## config.mk

```make
export PLATFORM = sky130hd
export DESIGN_NAME = mux4_scan_sequencer
export DESIGN_NICKNAME = d
export VERILOG_FILES = /design/src/rtl/mux4_scan_sequencer_pkg.sv /design/src/rtl/mux4_scan_sequencer_settle_counter.sv /design/src/rtl/mux4_scan_sequencer.sv
export SDC_FILE = /design/constraint.sdc
export NUM_CORES = 1
export LEC_CHECK = 0
export CORE_MARGIN = 4
export CORE_UTILIZATION = 40
export CTS_BUF_LIST = sky130_fd_sc_hd__clkbuf_16
export DETAILED_ROUTE_END_ITERATION = 10
export GPL_ROUTABILITY_DRIVEN = 0
export PLACE_DENSITY_LB_ADDON = 0.2
export SYNTH_ARGS = -nofsm -noshare
export SYNTH_HDL_FRONTEND = slang
export SYNTH_SLANG_ARGS = --single-unit
```

## constraint.sdc

```tcl
create_clock -name clk -period 2.6 [get_ports clk]
set_input_delay 0.65 -clock clk [delete_from_list [all_inputs] [get_ports clk]]
set_output_delay 0.65 -clock clk [all_outputs]
set_load 0.05 [all_outputs]
```

## src/rtl/mux4_scan_sequencer_pkg.sv

```systemverilog
// Shared definitions for the 4:1 mux scan sequencer: FSM state encodings,
// channel index constants and the enabled-channel search helper.
package mux4_scan_sequencer_pkg;

  typedef enum logic [1:0] {
    StIdle   = 2'd0,
    StSettle = 2'd1,
    StSample = 2'd2,
    StHold   = 2'd3
  } state_e;

  localparam logic [1:0] CH_A = 2'd0;
  localparam logic [1:0] CH_B = 2'd1;
  localparam logic [1:0] CH_C = 2'd2;
  localparam logic [1:0] CH_D = 2'd3;

  // Returns {found, index} of the lowest enabled channel at or above 'from'.
  function automatic logic [2:0] next_enabled(input logic [3:0] mask, input logic [2:0] from);
    logic [2:0] r;
    r = 3'b000;
    for (int k = 3; k >= 0; k--) begin
      if (mask[k] && (3'(k) >= from)) r = {1'b1, 2'(k)};
    end
    return r;
  endfunction

endpackage

```

## src/rtl/mux4_scan_sequencer_settle_counter.sv

```systemverilog
// Settle-time counter: counts while enabled, done when the settle window has elapsed.
module scan_settle_counter #(
  parameter int unsigned SETTLE_CYCLES = 2,
  parameter int unsigned SETTLE_W      = 4
) (
  input  logic clk,
  input  logic rst_n,
  input  logic clear,
  input  logic enable,
  output logic done
);

  logic [SETTLE_W-1:0] count_q;

  always_ff @(posedge clk or negedge rst_n) begin
    if (!rst_n) begin
      count_q <= '0;
    end else if (clear) begin
      count_q <= '0;
    end else if (enable) begin
      count_q <= count_q + SETTLE_W'(1);
    end
  end

  assign done = (count_q == SETTLE_W'(SETTLE_CYCLES - 1));

endmodule

```

## src/rtl/mux4_scan_sequencer.sv

```systemverilog
// Scans mux channels A..D, samples f after a settle time, and offers the 4-bit
// snapshot on valid/ready. Optional channel masking: define SCAN_MASK_EN.
module mux4_scan_sequencer
  import mux4_scan_sequencer_pkg::*;
#(
  parameter int unsigned SETTLE_CYCLES = 2,
  parameter int unsigned SETTLE_W      = 4
) (
  input  logic       clk,
  input  logic       rst_n,
  input  logic       start,
  input  logic       mux_f,
`ifdef SCAN_MASK_EN
  input  logic [3:0] scan_mask,
`endif
  output logic       sel_s0,
  output logic       sel_s1,
  output logic       busy,
  output logic       snap_valid,
  input  logic       snap_ready,
  output logic [3:0] snap_data,
  output logic       overrun
);

  state_e     state_q, state_d;
  logic [1:0] channel_q, channel_d;
  logic [1:0] sel_q, sel_d;
  logic [3:0] snap_data_q, snap_data_d;
  logic       snap_valid_q, snap_valid_d;
  logic       busy_q, busy_d;
  logic       overrun_q, overrun_d;
  logic       cnt_clear, cnt_en, cnt_done;
`ifdef SCAN_MASK_EN
  logic [3:0] mask_q, mask_d;
  logic [2:0] nxt;
`endif

  scan_settle_counter #(
    .SETTLE_CYCLES(SETTLE_CYCLES),
    .SETTLE_W     (SETTLE_W)
  ) u_settle (
    .clk   (clk),
    .rst_n (rst_n),
    .clear (cnt_clear),
    .enable(cnt_en),
    .done  (cnt_done)
  );

  always_comb begin
    state_d      = state_q;
    channel_d    = channel_q;
    sel_d        = sel_q;
    snap_data_d  = snap_data_q;
    snap_valid_d = snap_valid_q;
    busy_d       = busy_q;
    overrun_d    = overrun_q;
    cnt_clear    = 1'b0;
    cnt_en       = 1'b0;
`ifdef SCAN_MASK_EN
    mask_d       = mask_q;
    nxt          = 3'b000;
`endif

    if (start && (state_q != StIdle)) overrun_d = 1'b1;

    unique case (state_q)
      StIdle: begin
        if (start) begin
          overrun_d = 1'b0;
          busy_d    = 1'b1;
          cnt_clear = 1'b1;
`ifdef SCAN_MASK_EN
          mask_d      = scan_mask;
          snap_data_d = 4'b0000;
          nxt         = next_enabled(scan_mask, 3'd0);
          if (nxt[2]) begin
            channel_d = nxt[1:0];
            sel_d     = nxt[1:0];
            state_d   = StSettle;
          end else begin
            state_d = StHold;
          end
`else
          channel_d = CH_A;
          sel_d     = CH_A;
          state_d   = StSettle;
`endif
        end
      end
      StSettle: begin
        cnt_en = 1'b1;
        if (cnt_done) state_d = StSample;
      end
      StSample: begin
        snap_data_d[channel_q] = mux_f;
`ifdef SCAN_MASK_EN
        nxt = next_enabled(mask_q, {1'b0, channel_q} + 3'd1);
        if (nxt[2]) begin
          channel_d = nxt[1:0];
          sel_d     = nxt[1:0];
          cnt_clear = 1'b1;
          state_d   = StSettle;
        end else begin
          state_d = StHold;
        end
`else
        if (channel_q != CH_D) begin
          channel_d = channel_q + 2'd1;
          sel_d     = channel_q + 2'd1;
          cnt_clear = 1'b1;
          state_d   = StSettle;
        end else begin
          state_d = StHold;
        end
`endif
      end
      StHold: begin
        // First HOLD cycle raises valid; later cycles wait for the handshake.
        if (!snap_valid_q) begin
          snap_valid_d = 1'b1;
        end else if (snap_ready) begin
          snap_valid_d = 1'b0;
          busy_d       = 1'b0;
          state_d      = StIdle;
        end
      end
      default: state_d = StIdle;
    endcase
  end

  always_ff @(posedge clk or negedge rst_n) begin
    if (!rst_n) begin
      state_q      <= StIdle;
      channel_q    <= CH_A;
      sel_q        <= 2'b00;
      snap_data_q  <= 4'b0000;
      snap_valid_q <= 1'b0;
      busy_q       <= 1'b0;
      overrun_q    <= 1'b0;
`ifdef SCAN_MASK_EN
      mask_q       <= 4'b0000;
`endif
    end else begin
      state_q      <= state_d;
      channel_q    <= channel_d;
      sel_q        <= sel_d;
      snap_data_q  <= snap_data_d;
      snap_valid_q <= snap_valid_d;
      busy_q       <= busy_d;
      overrun_q    <= overrun_d;
`ifdef SCAN_MASK_EN
      mask_q       <= mask_d;
`endif
    end
  end

  assign sel_s0     = sel_q[1];
  assign sel_s1     = sel_q[0];
  assign busy       = busy_q;
  assign snap_valid = snap_valid_q;
  assign snap_data  = snap_data_q;
  assign overrun    = overrun_q;

endmodule

```

-- Word level (Yosys, flattened, before mapping)
Index checks and enable logic that the tools add are counted.
- memories kept: 0
- ROM bits: 0
- register bits after elaboration: 15
- latch bits: 0
- input port bits: 5
- logic and storage cells: 58
- output and inout bits: 9
- memory bits (writable): 0
- $add $sub $neg: 2
- reductions and logical operators: 10
- multipliers: 0
- eq/ne operators: 10
- $lt $le $gt $ge: 2
- div/mod/pow operators: 0
- multiplexer cells: 27
- bitwise operators: 0
- shift operators: 0
- operator list (cell ; count):
    2-bit 2-to-1 mux ; 7
    1-bit 2-to-1 mux ; 12
    2-bit != test (second input constant) ; 6
    4-bit 2-to-1 mux ; 2
    2-bit one-hot mux with 4 select lines ; 1
    4-bit AND reduction ; 2
    2-bit nonzero test ; 4
    4-bit by 1-bit adder with 4-bit output (second input constant) ; 1
    4-bit bitwise mux ; 1
    2-bit == test (second input constant) ; 2
    4-bit by 1-bit == test with 1-bit output (second input constant) ; 1
    1-bit one-hot mux with 2 select lines ; 2
    2-bit one-hot mux with 2 select lines ; 1
    2-bit by 3-bit < comparator with 1-bit output (second input constant) ; 1
    3-bit AND reduction ; 1
    2-bit by 1-bit adder with 2-bit output (second input constant) ; 1
    1-bit demux with 2-bit select ; 1
    2-bit by 1-bit == test with 1-bit output (second input constant) ; 1
    2-bit by 1-bit greater-or-equal comparator with 1-bit output (second input constant) ; 1
    1-bit logical AND ; 2
    2-bit zero test ; 1

-- Logic depth before layout (Yosys ltp)
- word-level depth: 5
- mapped depth: 5
- gate-level depth less buffers: 5

-- By module
From an unflattened synthesis, not the netlist that was laid out.
- cell total of the unflattened synthesis: 74
- area total of the unflattened synthesis: 849.6 um^2
- modules (own cells, without submodules) (module ; sequential area each (um^2) ; times used ; area each (um^2) ; cells an instance):
    mux4_scan_sequencer ; 275.3 ; 1 ; 628.1 ; 54
    scan_settle_counter ; 100.1 ; 1 ; 221.5 ; 20

-- Worst setup path after synthesis
OpenSTA, ideal clock, no wires.
- path type: register -> register
- start: register, netlist name sel_q[1]
- end: register u_settle.count_q[2]
- data arrival time: 1.397 ns
- clock period less this slack: 1.521 ns
- data required time: 2.476 ns
- slack: 1.079 ns
- cell stages (with the launch flop): 5
- path buffers: 0
- setup time: 0.124 ns
- cells stage by stage: dfrtp_1 ha_1 nand2_1 o31ai_1 a211o_1
- RTL lines (item ; line ; source):
    end signal: assignment ; mux4_scan_sequencer_settle_counter.sv:21 ; count_q <= count_q + SETTLE_W'(1);
    end: declaration ; mux4_scan_sequencer_settle_counter.sv:13 ; logic [SETTLE_W-1:0] count_q;

-- Final worst setup path
- start: register sel_q[0]
- end: output sel_s1
- RTL lines (item ; line ; source):
    start: declaration ; mux4_scan_sequencer.sv:27 ; logic [1:0] sel_q, sel_d;
    start signal: assignment ; mux4_scan_sequencer.sv:146 ; sel_q <= sel_d;
    end: declaration ; mux4_scan_sequencer.sv:17 ; output logic sel_s1,
No word-level cell between the ends.

==> results.txt <==
The slew of the pin with the lowest slew margin came out at 0.648 ns. The number of register bits inferred by synthesis came out at 15. 14 I/O pins were placed. The element type at the critical path start is a flop. After synthesis, the mean cell area works out to just over 10 µm². The combined buffer and inverter count along the critical path is 1.

The design draws between 1 and 1.5 mW. The post-synthesis sequential area ratio is 0.480. The horizontal extent of the die came out at around 52 µm. The flow ran to the end, and the final reports show no timing, DRC or antenna violations.

The layout overhead on the synthesized area came out at 29.1%. The total wire length after detailed routing came out at around 1400 µm. The total nets after synthesis came out at a little under 90. The post-CTS setup-driven buffer insertion count came out at 0. The per-cell via count in the routed design is 5.03. Across the run, the number of max-cap violations was 0. The most frequently used flop master after synthesis is dfrtp_1.

The min-delay analysis places its worst path in the category reg -> reg. The clock transition time at the flip-flop clock pins of the worst setup and hold paths came out at 0.05 ns. The count of nets left with antenna violations after detail routing came out at 0.

Leaving out filler cells and counting taps, the final layout contains 116. The maximum operating frequency is around 0.46 GHz. The maximum single-stage delay on the critical path is between 0.8 and 0.9 ns. The most frequent cell after synthesis is dfrtp_1.

The via count of the first global-routing pass came to between 600 and 700. The worst slack after detailed placement came out at 0.679 ns. In this run the number of cells on the critical path is 1.

Detailed routing inserted a total of around 580 vias. After detailed routing, the number of remaining DRC violations is 0. The worst max-slew margin expressed relative to the limit is 0.567. The number of port buffers came out at 13. The multi-input combinational cells in the finished layout cover a total of 379 µm². The biggest fanout along the worst timing path came out at 7. For the final routed database, the setup TNS stands at 0 ns. By area the synthesized netlist is led by dfrtp_1 48%, ha_1 9.6%, mux2_2 5.8%. The post-cts repair resize count is 0. The initial cell density of the core came out at 0.439.

Broken down by cell family, the worst path's largest delay share belongs to buffers and inverters. TritonCTS created 3 clock buffers. The share of the core filled with cells in the final layout is 0.566. The smallest setup slack after layout is between 0.4 and 0.5 ns. The number of clock sinks seen by CTS is 15. The largest net degree at the start of global routing came out at 17. The die covers 0.00273 mm². The analysis attributes to cell leakage a power of about 0.45 nW. The period utilization came out at 0.840.

The count of cell types in the netlist came out at 25. The TritonCTS clock tree is done. The detailed-route wire length per cell is around 12 µm.

The portion of synthesized cell area occupied by the leading cell type is 0.480. The number of fill cells came out at about 160. The share of final-layout standard cells stronger than drive strength 1 is 0.0879. The number of synthesized flops with an enable pin came out at 0.

0 antenna diodes ended up in the layout. Setup repair after global routing left no endpoint under its margin. Global routing finished with a remaining overflow of 0. The net count reported at finish came out at 103.

No sink is reached through more buffers than the 2 on the longest clock path. The critical path data arrival time came out at 1.53 ns. The instance count after placement with tap cells included is 112. For this design, the slowest cell found on the critical path is clkdlybuf4s50_1.

The post-synthesis instance area is between 700 and 800 µm². The worst hold path depth came out at 1. The wire length of the first global-routing pass is around 2600 µm. The number of cell rows is 15. The number of detailed-routing iterations run before antenna repair is 4. The depth of the CTS H-tree is 1. The hold buffer count at cts is 0.

STA puts the critical path data required time at approximately 2.0 ns. The instance count of the mapped netlist is 76. The fraction of registers with async set or reset after synthesis is 1.00.

In the global route stage, overall resource usage came out at 0.134. The total power divided by cell area is approximately 1400 mW/mm². The number of cells traversed by the worst register-to-register path came out at 3. The detailed-placement wirelength estimate is roughly 1000 µm. The number of DRC violations after detailed-routing iteration 0 came out at 10.

The worst path needs about 2.2 ns of the cycle, external delays included. The biggest area contributor in the post-synthesis netlist is dfrtp_1. The maximum resistive drop on vdd came out at around 1 mV. The storage element area came out at between 300 and 400 µm². The area of the placeable core is 0.00178 mm².

The sort of element at the end of the critical path is an output port. For the final database, setup skew stands at roughly 0.0014 ns. The count of final max-slew check failures came out at 0. Yosys printed 0 warnings. By count the netlist is led by 15 x dfrtp_1, 12 x nand2_1, 6 x a21oi_1, 6 x ha_1, 5 x o21ai_0.

The initial antenna violation count came to 0. The signal on the critical path passes through clkdlybuf4s50_1. The clock root buffer master is clkbuf_16. The hold violation count in the final report came out at 0. The worst setup path is of the reg -> out kind. The die is around 52 µm tall. The final setup violation count is 0.

For the worst-skew pair, the clock arrives at the later sink with an insertion delay of about 0.25 ns.
==> layer usage <==
layer  vias to the layer above  part of all wire  track usage
li1                        294                 -            -
met4                         0             0.028       0.0894
met3                         5             0.041       0.0370
met2                         9              0.42        0.190
met1                       276              0.51        0.177
met5                         -                 0            0
==> final timing paths <==
kind	start	end	slack, ns
max in group asynchronous	rst_n	async pin	1.38
setup / recovery	sel_q[0]	sel_s1	0.42
min in group asynchronous	rst_n	sel_q[0]	0.81
setup reg to reg	state_q[0]	snap_data[3]	1.15
hold reg to reg	snap_data[0]	snap_data[0]	0.50
hold / removal	snap_data[0]	snap_data[0]	0.50
==> power by group <==
group / internal, mW / switching [mW] / leakage (nW)
combinational: 0.279 / 0.397 / 0.224
sequential: 0.340 / 0.134 / 0.182
clock: 0.204 / 0.0926 / 0.0423
total: 0.822 / 0.623 / 0.448
==> cells by family (layout without fill, tap and decap cells) <==
| logic type | Yosys count | in the layout | synth area share |
|---|---|---|---|
| AO/OA/AOI/OAI | 21 | 21 | 0.174 |
| XOR/XNOR | 2 | 2 | 0.0224 |
| buffers and inverters | 6 | 21 | 0.0352 |
| adder cells (fa/ha/maj) | 6 | 6 | 0.0960 |
| AND/OR/NAND/NOR | 22 | 22 | 0.134 |
| flip-flops | 15 | 15 | 0.480 |
| multiplexers | 4 | 4 | 0.0576 |
==> metrics by stage <==
stage	hold WS, ns	instance area [µm²]
final	0.504	1010
after global routing	0.535	1010
after CTS	0.509	1010
after detailed placement	0.498	931
after global placement	0.489	931
after floorplan	0.354	782
==> layout by cell type (no fill, tap or decap) <==
| master | netlist | routed |
|---|---|---|
| clkdlybuf4s50_1 | 0 | 13 |
| and2b_2 | 1 | 1 |
| dfrtp_1 | 15 | 15 |
| a211o_1 | 1 | 1 |
| o21bai_1 | 1 | 1 |
| a21oi_1 | 6 | 6 |
| o31ai_1 | 1 | 1 |
| inv_1 | 4 | 5 |
| xnor2_1 | 2 | 2 |
| nand4b_1 | 1 | 1 |
| nand2b_1 | 1 | 1 |
| mux2_2 | 4 | 4 |
| and3_1 | 1 | 1 |
| nor2_1 | 3 | 3 |
| o21ai_0 | 5 | 5 |
| nor4b_1 | 1 | 1 |
| nand2_1 | 12 | 12 |
| ha_1 | 6 | 6 |
| a22o_1 | 3 | 3 |
| clkbuf_16 | 0 | 3 |
| a21o_1 | 1 | 1 |
| a22oi_1 | 1 | 1 |
| o31a_1 | 1 | 1 |
| a21boi_0 | 1 | 1 |
| nor3_1 | 2 | 2 |
==> flip-flops by register name (all words and copies together), names as in the netlist, named ones only <==
| signal | count |
|---|---|
| sel_q | 2 |
| snap_valid | 1 |
| snap_data | 4 |
| state_q | 2 |
| busy | 1 |
| u_settle.count_q | 4 |
==> cell type report <==
class / instances / area share
clock buffer: 3 / 0.0743
clock inverter: 1 / 0.00372
inverter: 4 / 0.0149
multi-input combinational: 55 / 0.375
sequential: 15 / 0.372
tap: 25 / 0.0310
timing repair buffer: 13 / 0.129
Note: power is estimated with default switching activity, not from simulation.
==> patch 1: new RTL, same settings <==
Take the reset off `snap_data_q` and load it in a clocked block of its own.
--- a/src/rtl/mux4_scan_sequencer.sv
+++ b/src/rtl/mux4_scan_sequencer.sv
@@ -134,5 +134,4 @@
       channel_q    <= CH_A;
       sel_q        <= 2'b00;
-      snap_data_q  <= 4'b0000;
       snap_valid_q <= 1'b0;
       busy_q       <= 1'b0;
@@ -145,5 +144,4 @@
       channel_q    <= channel_d;
       sel_q        <= sel_d;
-      snap_data_q  <= snap_data_d;
       snap_valid_q <= snap_valid_d;
       busy_q       <= busy_d;
@@ -153,4 +151,8 @@
 `endif
     end
+  end
+
+  always_ff @(posedge clk) begin
+    snap_data_q <= snap_data_d;
   end
 
Formal check against the unedited RTL: differs if rst_n is asserted again (counterexample within 10 cycles, from zero or initial values and one cycle with rst_n low); with rst_n held inactive, the same outputs for 10 cycles.
==> patch 1 against the unedited design <==
- maximum frequency is 1.5% higher
- sequential cell count is the same
- sequential share of layout area is 2.4 points higher
- first-iteration DRC count is 30% lower
- wire length is 7.9% lower
- power down 16%
- worst setup slack improved by 33 ps
- clock skew increased by 1.5 ps
- area after synthesis rose by 0.64%
- cell area is 0.99% lower
- critical path type unchanged
- largest cell class is now sequential cells
- largest power group unchanged
- highest routed layer unchanged
==> patch 1: results (changes against the unedited design) <==
outcome = completed
worst-path maximum fanout = 6 (-1)
antenna fix cells = 0 (unchanged)
worst reg-to-reg setup slack = 1200 ps (+50 ps)
Worst R2R End = u_settle.count_q[2]
Int Pwr = 0.7299 mW (-11%)
mux cell area share after synthesis = 0% (-5.8 points)
Pre-antenna DRT Iters = 3 (-1)
Ys Warns = 0 (unchanged)
largest net degree at the start of global routing = 19 (+2)
Starting DRT DRC Count = 7 (-3)
critical path endpoint = sel_s0
vias in the first global route = 538 (-12%)
sequential share of the synthesized area = 50.24% (+2.2 points)
R2R depth = 4 (+1)
Max stage delay cell, worst path = clkdlybuf4s50_1
Worst Skew = 2.837 ps (+1.464 ps)
ys async rst share = 73.33% (-27 points)
buffer count from post-CTS setup fixing = 0 (unchanged)
initial antenna violation count = 0 (unchanged)
Layout Nets = 99 (-3.9%)
most common cell after layout, fill and taps aside = clkdlybuf4s50_1
Mapped Nets = 84 (-3.4%)
share of layout cells above drive strength 1 = 6.897% (-1.9 points)
clk root buf = clkbuf_16
CTS Buf Count = 3 (unchanged)
clk_lat worst skew = 240 ps
placed cell count = 108 (-3.6%)
Fill cells = 174 (+6.7%)
Post-synth EDFFs = 4 (+4)
arrival time worst endpoint = 1500 ps (-30 ps)
Synth Area in Adders = 9.539% (-0.061 points)
first-pass GRT wire length = 2387 um (-8.7%)
vias per cell = 5.036 (about the same)
Compound-Gate Fraction of Synth Area = 18.60% (+1.2 points)
Rel. slew slack = 63.92% (+7.3 points)
Critical Path Max Stage Delay = 830 ps
IR Drop Worst-Case VDD = 0.6093 mV (-40%)
Routed WL = 1316 um (-7.9%)
P_leak = 0.4250 nW (-5.0%)
GR Util All Layers = 11.74% (-1.7 points)
r2r startpoint = sel_q[1]
unique cell type count in the Yosys netlist = 27 (+8.0%)
Synth area leaders = dfrtp_1, edfxtp_1, ha_1
XOR/XNOR share of the synthesized area = 2.226% (-0.014 points)
htree depth = 1 (unchanged)
HPWL after DPL = 926.4 um (-7.4%)
Syn Area/Cell = 10.78 um^2 (+4.8%)
WL per Instance = 11.75 um (-4.6%)
most frequent cells after synthesis = dfrtp_1, nand2_1, a21oi_1, ha_1, nor2_1
[patch 1: per-stage QoR]
step / hold WS, ps / power [mW] / cell area [um^2] / worst slack, ps
2_1_floorplan: 354.4 / 0.8100 / 787.0 / 1057
3_3_place_gp: 509.6 / 0.9185 / 920.9 / 706.0
3_5_place_dp: 522.3 / 0.9270 / 920.9 / 687.0
4_1_cts: 537.6 / 1.219 / 999.7 / 432.8
5_1_grt: 580.2 / 1.305 / 999.7 / 389.8
6_report: 536.5 / 1.208 / 999.7 / 450.0
[patch 1: cells by family (layout without fill, tap and decap cells)]
family                     count (synthesis)  in the layout
AOI/OAI and AO/OA                         22             22
xor gates and xnor gates                   2              2
adders and majority gates                  6              6
buffers and inverters                      7             21
DFF                                       15             15
and+or+nand+nor                           21             21
[patch 1: metal layers]
| metal | up-vias | GRT usage [%] | routed length [um] | share of wire [%] |
|---|---|---|---|---|
| met5 | - | 0 | 0 | 0 |
| met4 | 0 | 5.106 | 11 | 0.84 |
| met3 | 2 | 1.709 | 33 | 2.5 |
| met2 | 11 | 18.39 | 595 | 45 |
| met1 | 261 | 15.98 | 676 | 51 |
| li1 | 290 | - | - | - |
[patch 1: power groups by stage]
stage                     Clock [mW]  Combinational, mW  Sequential, mW
after floorplan                    0              0.281           0.529
after global placement             0              0.472           0.446
after detailed placement           0              0.474           0.453
after CTS                      0.292              0.479           0.448
after global routing           0.302              0.533           0.471
final                          0.286              0.474           0.448
[patch 1: worst min-delay path by stage]
stage	depth (start not counted)	start	slack (ps)	end
global route	2	busy	580	busy
detailed placement	2	flop	520	flop
finish	2	flop	540	flop
global placement	2	flop	510	flop
floorplan	0	rst_n	350	async pin
CTS	2	flop	540	flop
[patch 1: cell type report]
cell class	instances	share of cell area (%)
Sequential cell	15	39.55
Multi-Input combinational cell	51	34.92
Timing Repair Buffer	13	13.02
Clock buffer	3	7.509
Tap cell	25	3.129
Inverter	4	1.502
Clock inverter	1	0.3755
==> patch 2: new RTL, same flow settings <==
Made on the original files. `SETTLE_W` is set to 4 in 2 places; all go to 6.
--- a/src/rtl/mux4_scan_sequencer_settle_counter.sv
+++ b/src/rtl/mux4_scan_sequencer_settle_counter.sv
@@ -2,5 +2,5 @@
 module scan_settle_counter #(
   parameter int unsigned SETTLE_CYCLES = 2,
-  parameter int unsigned SETTLE_W      = 4
+  parameter int unsigned SETTLE_W      = 6
 ) (
   input  logic clk,
--- a/src/rtl/mux4_scan_sequencer.sv
+++ b/src/rtl/mux4_scan_sequencer.sv
@@ -5,5 +5,5 @@
 #(
   parameter int unsigned SETTLE_CYCLES = 2,
-  parameter int unsigned SETTLE_W      = 4
+  parameter int unsigned SETTLE_W      = 6
 ) (
   input  logic       clk,
Behaviour: no difference found for any inputs over 10 cycles, from zero or initial values and one cycle with rst_n low; that may be too few to reach the edited logic, so the function may still have changed.
==> patch 2 against the unedited design <==
- wire length grew 12%
- non-clock buffer count grew 1
- power is essentially flat
- cell area grew 11%
- worst setup slack gained 1.0 ps
- sequential cell count grew 2
- global-route usage shrank 0.62 points
- critical endpoint is now sel_s0
- area after synthesis grew 12%
==> patch 2: results (changes against the unedited design) <==
met2 Track Usage GR = 19.09% (+0.057 points)
Signal buf overhead = 12.30% (-0.58 points)
CTS Buf Count = 3 (unchanged)
fraction of area in registers = 38.03% (+0.86 points)
Pre-antenna DRT Iters = 4 (unchanged)
Fill cells = 176 (+8.0%)
vias in the first global route = 622 (+2.0%)
Slew @ Worst Pin = 499.4 ps (-148.8 ps)
worst hold start = snap_data[2]
fin crit period = 2182 ps (-1.027 ps)
unique cell type count in the Yosys netlist = 24 (-4.0%)
Worst Skew = 2.550 ps (+1.177 ps)
Synth area leaders = dfrtp_1, ha_1, mux2_2
switching share of power = 42.22% (-0.89 points)
Mapped Nets = 97 (+11%)
CP startpoint = sel_q[1]
WL per Instance = 12.41 um (+0.75%)
met1 Usage GRT = 17.57% (-0.12 points)
Critical Path Max Stage Delay = 840 ps (about the same)
seq pwr = 0.483 mW (+2%)
largest register by flop count = u_settle.count_q
HPWL after DPL = 1096 um (+9.5%)
inverter count = 4 (unchanged)
number of non-clock buffers = 14 (+1)
first-pass GRT wire length = 2725 um (+4.2%)
worst reg-to-reg setup slack = 890 ps (-260 ps)
hold path endpoint = snap_data[2]
count of multi-input combinational gates = 63 (+15%)
combinational cell power = 0.654 mW (-3.1%)
Layout Nets = 114 (+11%)
most frequent cells after synthesis = dfrtp_1, nor2_1, a21oi_1, nand2_1, ha_1
GR Util All Layers = 12.81% (-0.62 points)
worst-path maximum fanout = 6 (-1)
FF+latch count, synth = 17 (+2)
via count = 656 (+12%)
share of layout cells above drive strength 1 = 9.804% (+1.0 points)
outcome = completed
sequential share of the synthesized area = 48.64% (+0.64 points)
Worst R2R End = state_q[0]
fraction of area in multi-input gates = 38.14% (+0.60 points)
Hold WC Path Type = flop to flop
grt total ovfl = 0 (unchanged)
Starting DRT DRC Count = 9 (-1)
Int Pwr = 0.8344 mW (+1.5%)
routing usage on met3 = 1.635% (-2.1 points)
r2r startpoint = u_settle.count_q[1]
IR Drop Worst-Case VDD = 0.6291 mV (-38%)
largest net degree at the start of global routing = 19 (+2)
## patch 2: logic make-up (layout without fill, tap and decap cells)
group | Yosys count | in the layout | synth area share, %
AND/OR/NAND/NOR | 31 | 31 | 18.17
flip-flops | 17 | 17 | 48.64
buffers and inverters | 6 | 22 | 2.575
XOR/XNOR | 2 | 2 | 2.003
adder cells (fa/ha/maj) | 6 | 6 | 8.583
AO/OA/AOI/OAI | 18 | 18 | 12.45
multiplexers | 6 | 6 | 7.582
## patch 2: layer usage
| layer | wire, um | up-vias |
|---|---|---|
| met1 | 812 | 307 |
| met4 | 29 | 0 |
| met2 | 693 | 14 |
| met3 | 65 | 3 |
| li1 | - | 332 |
| met5 | 0 | - |
## patch 2: metrics by stage
stage	std cells	setup slack [ps]	hold slack (ps)	instance area [um^2]
6_report	129	418.2	502.6	1119
3_3_place_gp	125	632.5	488.5	1039
4_1_cts	129	408.3	505.2	1119
5_1_grt	129	354.9	520.1	1119
2_1_floorplan	86	981.7	354.4	874.6
3_5_place_dp	125	599.5	493.0	1039
